[config.mk]
export PLATFORM = sky130hd
export DESIGN_NAME = pipeline_hazard_ctrl_flat
export DESIGN_NICKNAME = d
export VERILOG_FILES = /design/src/rtl/pipeline_hazard_ctrl_pkg.sv /design/src/rtl/pipeline_hazard_ctrl_if.sv /design/src/rtl/pipeline_hazard_ctrl_sb.sv /design/src/rtl/pipeline_hazard_ctrl.sv /design/src/flat_wrapper.sv
export SDC_FILE = /design/constraint.sdc
export NUM_CORES = 1
export LEC_CHECK = 0
export ABC_AREA = 1
export CELL_PAD_IN_SITES_DETAIL_PLACEMENT = 1
export CELL_PAD_IN_SITES_GLOBAL_PLACEMENT = 2
export CORE_MARGIN = 2
export CORE_UTILIZATION = 23
export CTS_CLUSTER_SIZE = 8
export DETAILED_ROUTE_END_ITERATION = 16
export GPL_TIMING_DRIVEN = 1
export PLACE_DENSITY_LB_ADDON = 0.1
export SLEW_MARGIN = 30
export SYNTH_ARGS = -nofsm -noshare
export SYNTH_HDL_FRONTEND = slang
export SYNTH_SLANG_ARGS = --single-unit
[constraint.sdc]
create_clock -name clk -period 3.3 [get_ports clk]
set_input_delay 0.66 -clock clk [delete_from_list [all_inputs] [get_ports clk]]
set_output_delay 0.66 -clock clk [all_outputs]
set_load 0.005 [all_outputs]
[src/rtl/pipeline_hazard_ctrl_pkg.sv]
// Shared types for the LC-3b pipeline hazard controller.
// Imported by the interface, scoreboard and top.
package pipeline_hazard_ctrl_pkg;

  localparam int NUM_STAGES_DEFAULT = 5;
  localparam int NUM_REGS_DEFAULT   = 8;
  localparam int CNT_W_DEFAULT      = 16;

  typedef enum logic {
    RUN      = 1'b0,
    DRAIN_IF = 1'b1
  } lc3b_hz_state;

endpackage

[src/rtl/pipeline_hazard_ctrl_if.sv]
// Datapath <-> hazard controller bundle.
// master = datapath side, slave = controller side.
interface pipeline_hazard_ctrl_if
  import pipeline_hazard_ctrl_pkg::*;
#(
  parameter int NUM_STAGES = NUM_STAGES_DEFAULT,
  parameter int NUM_REGS   = NUM_REGS_DEFAULT,
  parameter int CNT_W      = CNT_W_DEFAULT
);
  localparam int NREG  = NUM_STAGES - 1;
  localparam int REG_W = $clog2(NUM_REGS);

  logic             if_memread;
  logic             if_mem_resp;
  logic             mem_memread;
  logic             mem_memwrite;
  logic             mem_mem_resp;
  logic             mem_indirect;
  logic [REG_W-1:0] id_sr1;
  logic [REG_W-1:0] id_sr2;
  logic             id_sr1_used;
  logic             id_sr2_used;
  logic [REG_W-1:0] id_dr;
  logic             id_writes_dr;
  logic [REG_W-1:0] wb_dr;
  logic             wb_load_regfile;
  logic             wb_flush;

  logic             pc_stall;
  logic [NREG-1:0]  reg_stall;
  logic [NREG-1:0]  reg_bubble;
  logic [NREG-1:0]  stage_valid;
  logic             redirect_capture;
  logic             redirect_apply;
  logic [CNT_W-1:0] stall_cycles;
  logic [CNT_W-1:0] flush_count;

  modport master (
    output if_memread, if_mem_resp,
    output mem_memread, mem_memwrite,
    output mem_mem_resp, mem_indirect,
    output id_sr1, id_sr2,
    output id_sr1_used, id_sr2_used,
    output id_dr, id_writes_dr,
    output wb_dr, wb_load_regfile, wb_flush,
    input  pc_stall, reg_stall, reg_bubble,
    input  stage_valid,
    input  redirect_capture, redirect_apply,
    input  stall_cycles, flush_count
  );

  modport slave (
    input  if_memread, if_mem_resp,
    input  mem_memread, mem_memwrite,
    input  mem_mem_resp, mem_indirect,
    input  id_sr1, id_sr2,
    input  id_sr1_used, id_sr2_used,
    input  id_dr, id_writes_dr,
    input  wb_dr, wb_load_regfile, wb_flush,
    output pc_stall, reg_stall, reg_bubble,
    output stage_valid,
    output redirect_capture, redirect_apply,
    output stall_cycles, flush_count
  );

endinterface

[src/rtl/pipeline_hazard_ctrl_sb.sv]
// RAW scoreboard: one in-flight writer count per
// architectural register, two read ports.
module hz_scoreboard
  import pipeline_hazard_ctrl_pkg::*;
#(
  parameter int NUM_STAGES = NUM_STAGES_DEFAULT,
  parameter int NUM_REGS   = NUM_REGS_DEFAULT,
  parameter int REG_W      = $clog2(NUM_REGS)
) (
  input  logic             clk,
  input  logic             rst_n,
  input  logic             clear_i,
  input  logic             issue_i,
  input  logic [REG_W-1:0] issue_idx_i,
  input  logic             retire_i,
  input  logic [REG_W-1:0] retire_idx_i,
  input  logic [REG_W-1:0] rd0_idx_i,
  input  logic [REG_W-1:0] rd1_idx_i,
  output logic             rd0_busy_o,
  output logic             rd1_busy_o
);
  localparam int CW = $clog2(NUM_STAGES) + 1;

  logic [CW-1:0] cnt_q [NUM_REGS];
  logic [CW-1:0] cnt_d [NUM_REGS];

  always_comb begin
    for (int i = 0; i < NUM_REGS; i++) begin
      cnt_d[i] = cnt_q[i];
      if (clear_i) begin
        cnt_d[i] = '0;
      end else if (issue_i && issue_idx_i == REG_W'(i)
                   && !(retire_i && retire_idx_i == REG_W'(i))) begin
        cnt_d[i] = cnt_q[i] + CW'(1);
      end else if (retire_i && retire_idx_i == REG_W'(i)
                   && !(issue_i && issue_idx_i == REG_W'(i))) begin
        cnt_d[i] = cnt_q[i] - CW'(1);
      end
    end
  end

  always_ff @(posedge clk or negedge rst_n) begin
    if (!rst_n) begin
      for (int i = 0; i < NUM_REGS; i++) cnt_q[i] <= '0;
    end else begin
      for (int i = 0; i < NUM_REGS; i++) cnt_q[i] <= cnt_d[i];
    end
  end

  assign rd0_busy_o = (cnt_q[rd0_idx_i] != '0);
  assign rd1_busy_o = (cnt_q[rd1_idx_i] != '0);

endmodule

[src/rtl/pipeline_hazard_ctrl.sv]
// Stall / bubble / flush controller for the LC-3b pipeline,
// with safe redirect while an I-fetch is outstanding.
module pipeline_hazard_ctrl
  import pipeline_hazard_ctrl_pkg::*;
#(
  parameter int NUM_STAGES = NUM_STAGES_DEFAULT,
  parameter int NUM_REGS   = NUM_REGS_DEFAULT,
  parameter int REG_W      = $clog2(NUM_REGS),
  parameter int CNT_W      = CNT_W_DEFAULT
) (
  input logic clk,
  input logic rst_n,
  pipeline_hazard_ctrl_if.slave hz
);
  localparam int NREG = NUM_STAGES - 1;

  lc3b_hz_state state_q, state_d;
  logic [NREG-1:0]  valid_q, valid_d;
  logic [CNT_W-1:0] stall_cyc_q, stall_cyc_d;
  logic [CNT_W-1:0] flush_cnt_q, flush_cnt_d;

  logic mem_busy, if_busy, raw_hz;
  logic sr1_busy, sr2_busy;
  logic in_run, in_drain;
  logic run_mem, run_flush, run_raw, run_fetch;
  logic issue, retire;

  logic            pc_stall_c;
  logic [NREG-1:0] stall_c;
  logic [NREG-1:0] bubble_c;
  logic            capture_c;
  logic            apply_c;

  assign mem_busy = ((hz.mem_memread | hz.mem_memwrite)
                     & ~hz.mem_mem_resp) | hz.mem_indirect;
  assign if_busy  = hz.if_memread & ~hz.if_mem_resp;
  assign raw_hz   = valid_q[0]
                  & ((hz.id_sr1_used & sr1_busy)
                   | (hz.id_sr2_used & sr2_busy));

  // One-hot decode of the RUN priority chain
  assign in_run    = (state_q == RUN);
  assign in_drain  = (state_q == DRAIN_IF);
  assign run_mem   = in_run & mem_busy;
  assign run_flush = in_run & ~mem_busy
                   & hz.wb_flush & valid_q[NREG-1];
  assign run_raw   = in_run & ~mem_busy & ~run_flush & raw_hz;
  assign run_fetch = in_run & ~mem_busy & ~run_flush
                   & ~raw_hz & if_busy;

  always_ff @(posedge clk or negedge rst_n) begin
    if (!rst_n) state_q <= RUN;
    else        state_q <= state_d;
  end

  always_comb begin
    state_d = state_q;
    unique case (state_q)
      RUN:      if (run_flush && if_busy) state_d = DRAIN_IF;
      DRAIN_IF: if (hz.if_mem_resp)       state_d = RUN;
      default:  state_d = RUN;
    endcase
  end

  always_comb begin
    pc_stall_c = 1'b0;
    stall_c    = '0;
    bubble_c   = '0;
    capture_c  = 1'b0;
    apply_c    = 1'b0;
    unique case (1'b1)
      in_drain: begin
        bubble_c[0] = 1'b1;
        pc_stall_c  = ~hz.if_mem_resp;
        apply_c     = hz.if_mem_resp;
      end
      run_mem: begin
        pc_stall_c = 1'b1;
        stall_c    = '1;
      end
      run_flush: begin
        bubble_c   = '1;
        pc_stall_c = if_busy;
        capture_c  = if_busy;
      end
      run_raw: begin
        pc_stall_c  = 1'b1;
        stall_c[0]  = 1'b1;
        bubble_c[1] = 1'b1;
      end
      run_fetch: begin
        pc_stall_c  = 1'b1;
        bubble_c[0] = 1'b1;
      end
      default: ;
    endcase
  end

  assign issue  = valid_q[0] & hz.id_writes_dr
                & ~stall_c[0] & ~bubble_c[1];
  assign retire = valid_q[NREG-1] & hz.wb_load_regfile
                & ~stall_c[NREG-1];

  hz_scoreboard #(
    .NUM_STAGES (NUM_STAGES),
    .NUM_REGS   (NUM_REGS),
    .REG_W      (REG_W)
  ) u_sb (
    .clk          (clk),
    .rst_n        (rst_n),
    .clear_i      (run_flush),
    .issue_i      (issue),
    .issue_idx_i  (hz.id_dr),
    .retire_i     (retire),
    .retire_idx_i (hz.wb_dr),
    .rd0_idx_i    (hz.id_sr1),
    .rd1_idx_i    (hz.id_sr2),
    .rd0_busy_o   (sr1_busy),
    .rd1_busy_o   (sr2_busy)
  );

  always_comb begin
    valid_d[0] = bubble_c[0] ? 1'b0
               : stall_c[0]  ? valid_q[0]
               : (hz.if_mem_resp & in_run);
    for (int r = 1; r < NREG; r++) begin
      valid_d[r] = bubble_c[r] ? 1'b0
                 : stall_c[r]  ? valid_q[r]
                 : valid_q[r-1];
    end
    stall_cyc_d = stall_cyc_q;
    if (pc_stall_c && !(&stall_cyc_q))
      stall_cyc_d = stall_cyc_q + CNT_W'(1);
    flush_cnt_d = flush_cnt_q;
    if (run_flush && !(&flush_cnt_q))
      flush_cnt_d = flush_cnt_q + CNT_W'(1);
  end

  always_ff @(posedge clk or negedge rst_n) begin
    if (!rst_n) begin
      valid_q     <= '0;
      stall_cyc_q <= '0;
      flush_cnt_q <= '0;
    end else begin
      valid_q     <= valid_d;
      stall_cyc_q <= stall_cyc_d;
      flush_cnt_q <= flush_cnt_d;
    end
  end

  // Reset forces every pipeline register to load a bubble
  assign hz.pc_stall         = rst_n & pc_stall_c;
  assign hz.reg_stall        = stall_c & {NREG{rst_n}};
  assign hz.reg_bubble       = bubble_c | {NREG{~rst_n}};
  assign hz.redirect_capture = rst_n & capture_c;
  assign hz.redirect_apply   = rst_n & apply_c;
  assign hz.stage_valid      = valid_q;
  assign hz.stall_cycles     = stall_cyc_q;
  assign hz.flush_count      = flush_cnt_q;

  a_no_flush_in_drain: assert property (
    @(posedge clk) disable iff (!rst_n)
    !(in_drain && hz.wb_flush)
  );

endmodule

[src/flat_wrapper.sv]
// flat-port wrapper written by rule: the top's interface ports become plain ports
module pipeline_hazard_ctrl_flat import pipeline_hazard_ctrl_pkg::*;
#(
  parameter int NUM_STAGES = NUM_STAGES_DEFAULT,
  parameter int NUM_REGS   = NUM_REGS_DEFAULT,
  parameter int REG_W      = $clog2(NUM_REGS),
  parameter int CNT_W      = CNT_W_DEFAULT
)
  (clk, rst_n, hz_if_memread, hz_if_mem_resp, hz_mem_memread, hz_mem_memwrite, hz_mem_mem_resp, hz_mem_indirect, hz_id_sr1, hz_id_sr2, hz_id_sr1_used, hz_id_sr2_used, hz_id_dr, hz_id_writes_dr, hz_wb_dr, hz_wb_load_regfile, hz_wb_flush, hz_pc_stall, hz_reg_stall, hz_reg_bubble, hz_stage_valid, hz_redirect_capture, hz_redirect_apply, hz_stall_cycles, hz_flush_count);
  pipeline_hazard_ctrl_if #(.NUM_STAGES(NUM_STAGES), .NUM_REGS(NUM_REGS), .CNT_W(CNT_W)) hz_i ();
  input logic clk;
  input logic rst_n;
  input wire logic [$bits(hz_i.if_memread)-1:0] hz_if_memread;
  input wire logic [$bits(hz_i.if_mem_resp)-1:0] hz_if_mem_resp;
  input wire logic [$bits(hz_i.mem_memread)-1:0] hz_mem_memread;
  input wire logic [$bits(hz_i.mem_memwrite)-1:0] hz_mem_memwrite;
  input wire logic [$bits(hz_i.mem_mem_resp)-1:0] hz_mem_mem_resp;
  input wire logic [$bits(hz_i.mem_indirect)-1:0] hz_mem_indirect;
  input wire logic [$bits(hz_i.id_sr1)-1:0] hz_id_sr1;
  input wire logic [$bits(hz_i.id_sr2)-1:0] hz_id_sr2;
  input wire logic [$bits(hz_i.id_sr1_used)-1:0] hz_id_sr1_used;
  input wire logic [$bits(hz_i.id_sr2_used)-1:0] hz_id_sr2_used;
  input wire logic [$bits(hz_i.id_dr)-1:0] hz_id_dr;
  input wire logic [$bits(hz_i.id_writes_dr)-1:0] hz_id_writes_dr;
  input wire logic [$bits(hz_i.wb_dr)-1:0] hz_wb_dr;
  input wire logic [$bits(hz_i.wb_load_regfile)-1:0] hz_wb_load_regfile;
  input wire logic [$bits(hz_i.wb_flush)-1:0] hz_wb_flush;
  output wire logic [$bits(hz_i.pc_stall)-1:0] hz_pc_stall;
  output wire logic [$bits(hz_i.reg_stall)-1:0] hz_reg_stall;
  output wire logic [$bits(hz_i.reg_bubble)-1:0] hz_reg_bubble;
  output wire logic [$bits(hz_i.stage_valid)-1:0] hz_stage_valid;
  output wire logic [$bits(hz_i.redirect_capture)-1:0] hz_redirect_capture;
  output wire logic [$bits(hz_i.redirect_apply)-1:0] hz_redirect_apply;
  output wire logic [$bits(hz_i.stall_cycles)-1:0] hz_stall_cycles;
  output wire logic [$bits(hz_i.flush_count)-1:0] hz_flush_count;
  assign hz_i.if_memread = hz_if_memread;
  assign hz_i.if_mem_resp = hz_if_mem_resp;
  assign hz_i.mem_memread = hz_mem_memread;
  assign hz_i.mem_memwrite = hz_mem_memwrite;
  assign hz_i.mem_mem_resp = hz_mem_mem_resp;
  assign hz_i.mem_indirect = hz_mem_indirect;
  assign hz_i.id_sr1 = hz_id_sr1;
  assign hz_i.id_sr2 = hz_id_sr2;
  assign hz_i.id_sr1_used = hz_id_sr1_used;
  assign hz_i.id_sr2_used = hz_id_sr2_used;
  assign hz_i.id_dr = hz_id_dr;
  assign hz_i.id_writes_dr = hz_id_writes_dr;
  assign hz_i.wb_dr = hz_wb_dr;
  assign hz_i.wb_load_regfile = hz_wb_load_regfile;
  assign hz_i.wb_flush = hz_wb_flush;
  assign hz_pc_stall = hz_i.pc_stall;
  assign hz_reg_stall = hz_i.reg_stall;
  assign hz_reg_bubble = hz_i.reg_bubble;
  assign hz_stage_valid = hz_i.stage_valid;
  assign hz_redirect_capture = hz_i.redirect_capture;
  assign hz_redirect_apply = hz_i.redirect_apply;
  assign hz_stall_cycles = hz_i.stall_cycles;
  assign hz_flush_count = hz_i.flush_count;
  pipeline_hazard_ctrl #(.NUM_STAGES(NUM_STAGES), .NUM_REGS(NUM_REGS), .REG_W(REG_W), .CNT_W(CNT_W)) u_core (.clk(clk), .rst_n(rst_n), .hz(hz_i));
endmodule
# == After elaboration in Yosys (flattened, before gate mapping) ==
# Index checks and enable logic that the tools add are counted.
# totals
ff_bits,69
in_bits,25
out_inout_bits,47
elab_cells,212
# op_classes
n_addsub,18
n_lt_le_gt_ge,2
eq_ne,18
mux,49
n_bitwise,39
reduce_logical,71
# ops
operator,n
$mux 4,28
$logic_and 1x1->1,35
$add 16x1->16 const B,2
$add 4x1->4 const B,8
$reduce_and 16->1,2
$sub 4x1->4 const B,8
$bmux 4 s3,2
$eq 3x3->1 const B,8
$reduce_bool 3->1,8
$and 1x1->1,22
$logic_not 1->1,18
$mux 1,15
$eq 3x2->1 const B,4
$not 1->1,10
$ge 4x4->1 const B,2
$ne 2x2->1 const B,4
$not 3->4,2
$reduce_bool 4->1,2
$eq 3x1->1 const B,2
$logic_not 3->1,2
$reduce_or 3->1,2
$and 4x4->4,1
$or 4x4->4,1
$reduce_or 2->1,2
5 further kinds,7

# == Longest topological paths before layout ==
# logic_depth
word_depth,21
ltp_mapped,19
depth_no_buf,19

# == By module ==
# A second synthesis with hierarchy kept.
# unflattened
hier_cells,712
hier_area_um2,5171.2
# by_module_without_submodules
mod,instances,cells_each,area_each_um2,seq_area_each_um2
hz_scoreboard,1,413,2867.8,800.8
pipeline_hazard_ctrl,1,299,2303.5,925.9

# == Worst setup path before layout ==
# Ideal clock, no wire load.
# synth_path
kind,input to register
from,in hz_mem_memwrite
to,reg u_core.u_sb.cnt_q[19] (netlist bit)
arrival_ns,2.899
t_required_ns,3.180
slack_ns,0.281
stages,19
path_buffers,0
cell_sequence,nor2_1 -> o21bai_2 -> nor2_2 -> nand3_2 -> nand2_1 -> inv_1 -> nand3_2 -> nand2_1 -> inv_1 -> nand4_1 -> nor2_1 -> ha_1 -> inv_1 -> ha_1 -> a21oi_1 -> nand2_1 -> xor2_1 -> o211ai_1 -> inv_1
# synth_between
elab_chain_len,19
elab_cells_between_ends,31
classes_between,5 x mux; 17 x bitwise; 9 x reduce/logical
# synth_lines
element,line_no,text
start: declaration,flat_wrapper.sv:16,input wire logic [$bits(hz_i.mem_memwrite)-1:0] hz_mem_memwrite;
$or 1x1->1 (*),pipeline_hazard_ctrl.sv:34,assign mem_busy = ((hz.mem_memread | hz.mem_memwrite)
$and 1x1->1 (*),pipeline_hazard_ctrl.sv:35,& ~hz.mem_mem_resp) | hz.mem_indirect;
$or 1x1->1 (*),pipeline_hazard_ctrl.sv:35,
$not 1->1,"pipeline_hazard_ctrl.sv:45, pipeline_hazard_ctrl.sv:47",
$and 1x1->1,"pipeline_hazard_ctrl.sv:45, pipeline_hazard_ctrl.sv:47",
$and 1x1->1 (2 in series),pipeline_hazard_ctrl.sv:46,& hz.wb_flush & valid_q[NREG-1];
$not 1->1,pipeline_hazard_ctrl.sv:47,assign run_raw = in_run & ~mem_busy & ~run_flush & raw_hz;
$and 1x1->1 (2 in series),pipeline_hazard_ctrl.sv:47,
$reduce_or 2->1 (no line),-,
$mux 1,pipeline_hazard_ctrl.sv:71,unique case (1'b1)
$not 1->1,pipeline_hazard_ctrl.sv:100,& ~stall_c[0] & ~bubble_c[1];
$and 1x1->1 (2 in series),pipeline_hazard_ctrl.sv:100,
$logic_and 1x1->1,"pipeline_hazard_ctrl_sb.sv:32, pipeline_hazard_ctrl_sb.sv:36",
$logic_and 1x1->1 or $logic_not 1->1 (tied branches),"pipeline_hazard_ctrl_sb.sv:33, pipeline_hazard_ctrl_sb.sv:36",
$mux 4 or $logic_and 1x1->1 (tied branches),"pipeline_hazard_ctrl_sb.sv:32, pipeline_hazard_ctrl_sb.sv:36",
$mux 4 or $reduce_bool 3->1 (tied branches),-,
end: declaration,pipeline_hazard_ctrl_sb.sv:24,logic [CW-1:0] cnt_q [NUM_REGS];
# Mark *: on every way between the ends. The rest lies on a longest branch, timed or not.
# A chain may end at the register's enable or synchronous reset.

# == Final worst setup path ==
# layout_path
from,in hz_mem_memread
to,out hz_reg_stall[2]
# layout_between
elab_chain_len,6
# layout_lines
element,line_no,text
start: declaration,flat_wrapper.sv:15,input wire logic [$bits(hz_i.mem_memread)-1:0] hz_mem_memread;
$or 1x1->1,pipeline_hazard_ctrl.sv:34,
$and 1x1->1,pipeline_hazard_ctrl.sv:35,
$or 1x1->1,pipeline_hazard_ctrl.sv:35,
$and 1x1->1,pipeline_hazard_ctrl.sv:44,assign run_mem = in_run & mem_busy;
$mux 3,pipeline_hazard_ctrl.sv:71,
$and 4x4->4,pipeline_hazard_ctrl.sv:153,assign hz.reg_stall = stall_c & {NREG{rst_n}};
end: declaration,flat_wrapper.sv:29,output wire logic [$bits(hz_i.reg_stall)-1:0] hz_reg_stall;
# No other way between the ends.

==> run summary <==
Outcome - completed
Final instance area - 6583 sq um
Clock power share - 27.5%
GPL Wtd Cong - 0.7394
H-tree Lvls - 3
Highest Clock Rate - 312.1 MHz
Setup slack at placement - -402.1 ps
Crit path max fanout - 5
PortBufs - 71
Critical path class - input port to output port
Top_reg_cell synth - dfrtp_1
CP Cell Sequence - clkdlybuf4s50_1, nor2_2, o21bai_2, buf_4, nand2_1, buf_4, buf_4, nor2_4, clkdlybuf4s50_1
Layout area overhead - 39.22%
Ports - 72
Flop pwr share - 32.5%
Comb power frac - 40.0%
First-pass GRT wire length - 24.99 mm
EDFF count, synth - 0
Most frequent cells in the layout - nand2_1 (126), inv_1 (103), nand3_1 (80)
Worst-Skew Late Latency - 340 ps
Worst setup SP type - input port
Final hold vios - 0
Power consumption - 4.203 mW
Syn nets - 672
Multi-input logic area - 2748 sq um
Number of vias per cell - 4.375
Pwr dens - 638.4 nW/um^2
Vias in the first global route - 4863
Net Sw Frac - 37.62%
Starting Density - 23.37%
Drt total wl - 15.11 mm
CP Capture Type - output port
Slowest CP cell - clkdlybuf4s50_1
Worst-Margin Slew - 524.4 ps
Fillers - 2403
TritonCTS clock tree - done
Nets - 786
Clk sinks - 69
Wire per inst - 15.08 microns
Sequential area share after synthesis - 36.52%
Die W - 147.4 microns
Distinct cells, synth - 34
Sequential cell area - 1727 sq um
Post-synthesis cell area - 4728 sq um
HPWL after detailed placement - 11.63 mm
Sw Pwr - 1.581 mW
Post-place instance area - 6022 sq um
Num CTS Buffers - 9
Post-route ant nets - 0
Clock skew - 8.620 ps
Vias - 4384
Top-area cell type share of the netlist area - 36.52%
Core footprint - 20230 sq um
Worst path arrival time - 2540 ps
Relative slew margins - 65.00%
YS warnings - 0
DRT iter0 DRCs - 130
Leakage - 3.172 nW
Share of flip-flops with an asynchronous set or reset - 100.0%
Top area cells in the synthesized netlist - dfrtp_1 (37%), nand2_1 (10%), nand3_1 (8.5%), inv_1 (8.3%), ha_1 (6.9%)
Total grt overflow - 0
Die H - 147.4 microns
Max incr delay on CP - 520 ps
Most common cell after layout, fill and taps aside - nand2_1
Non-filler cells, final - 1002
Antenna violations before repair - 0
Die area - 21720 sq um
RSZ-0062 raised after global routing - true
Pre-antenna DRT Iters - 4
Synth area leader - dfrtp_1
Share of cells above drive strength 1 - 14.89%
Endpoints failing setup - 0
Synthesis-stage register bit count - 69
Largest net degree at the start of global routing - 30
Clock tree buffer depth - 2
Maximum VDD drop - 235.3 uV
Synthesized area per cell - 7.713 sq um
Mapped Cells - 613
Cell Count Post-Placement - 985
Global-route usage over all layers - 14.53%
# diodes - 0
Pins Over Slew Limit - 0
Max Cap Viol - 0
Minimum clock period - 3204 ps
CP Data Required Time - 2640 ps
Final WS setup - 95.52 ps
FP Rows - 52
Clk pin slew, worst setup/hold paths - 60 ps
Most used cell, CP - buf_4
Crit share post-route - 97.11%
P_int - 2.622 mW
# DRC - 0
HP Class - input port to asynchronous set/reset pin
Root buffer cell - clkbuf_16
## cell families after synthesis
| group | Yosys count | share of synthesized area [%] |
|---|---|---|
| xor+xnor | 47 | 8.706 |
| flops | 69 | 36.52 |
| fa+ha+maj | 34 | 10.27 |
| buf+inv | 116 | 9.685 |
| simple gates | 291 | 27.42 |
| compound gates | 56 | 7.409 |
## sequential cells by signal, indices dropped and copies added, names as in the netlist
signal and flops:
u_core.hz.flush_count 16, u_core.hz.stage_valid 4, u_core.hz.stall_cycles 16, u_core.in_drain 1, u_core.u_sb.cnt_q 32
## routing by layer
metal | GRT usage, % | routed length (microns)
met1 | 18.66 | 7210
met2 | 24.65 | 7211
met3 | 3.056 | 505
met4 | 4.327 | 183
met5 | 0 | 0
## power by group through the flow
stage	Sequential, mW	Combinational, mW	Clock (mW)
2_1_floorplan	1.28	1.04	0
3_3_place_gp	1.35	1.55	0
3_5_place_dp	1.37	1.60	0
4_1_cts	1.35	1.61	1.21
5_1_grt	1.41	1.95	1.23
6_report	1.36	1.68	1.16
## cells in the mapped netlist, types with 3 or more instances
master    number
a21oi_1       15
clkbuf_1       5
fa_1           8
nand4_1       10
o211ai_1       5
buf_4          4
nand2_1      127
o21ai_0       23
nand2_2        3
ha_1          26
o21bai_1       6
nand3_1       80
xnor2_1       19
inv_1        104
nor3_1        14
dfrtp_1       69
xor2_1        28
nor2_1        47
## cell type report
cell class,instances,area share (%)
Clock inverter,7,1.825
Sequential cell,69,26.23
Timing Repair Buffer,113,15.61
Clock buffer,9,3.421
Inverter,106,6.044
Tap cell,270,5.132
Multi-Input combinational cell,428,41.74
## worst max-delay path, delay by kind of cell
kind	cells	cell delay [ps]
buffers and inverters	5	1470
AND/OR/NAND/NOR	3	230
AO/OA/AOI/OAI	1	190
## what timing repair did
action | 4_1_cts | 5_1_grt
endpoints found under the setup margin | 11 | 21
setup buffers | 0 | 1
pin swaps | 1 | 12
hold buffers | 0 | 0
gates resized for setup | 9 | 39
## through the flow
stage               TNS (ps)  hold WS (ps)  utilization, %
finish                     0         122.9           32.53
floorplan                  0         364.4               -
global placement       -5711         479.4           29.76
CTS                        0         112.0           31.52
global route               0         115.0           32.53
detailed placement     -7238         490.0           29.76
## worst paths after layout
path | start | endpoint | slack (ps) | cells past startpoint
setup reg to reg | u_core.u_sb.cnt_q[14] | u_core.u_sb.cnt_q[31] | 320 | 20
setup / recovery | hz_mem_memread | hz_reg_stall[2] | 100 | 9
max in group asynchronous | rst_n | u_core.hz.stall_cycles[6] | 2250 | 3
hold reg to reg | u_core.hz.flush_count[9] | u_core.hz.flush_count[9] | 490 | 1
min in group clk | u_core.hz.flush_count[9] | u_core.hz.flush_count[9] | 490 | 1
hold / removal | rst_n | u_core.u_sb.cnt_q[3] | 120 | 1
No activity file was read; power rests on OpenSTA's default activity.
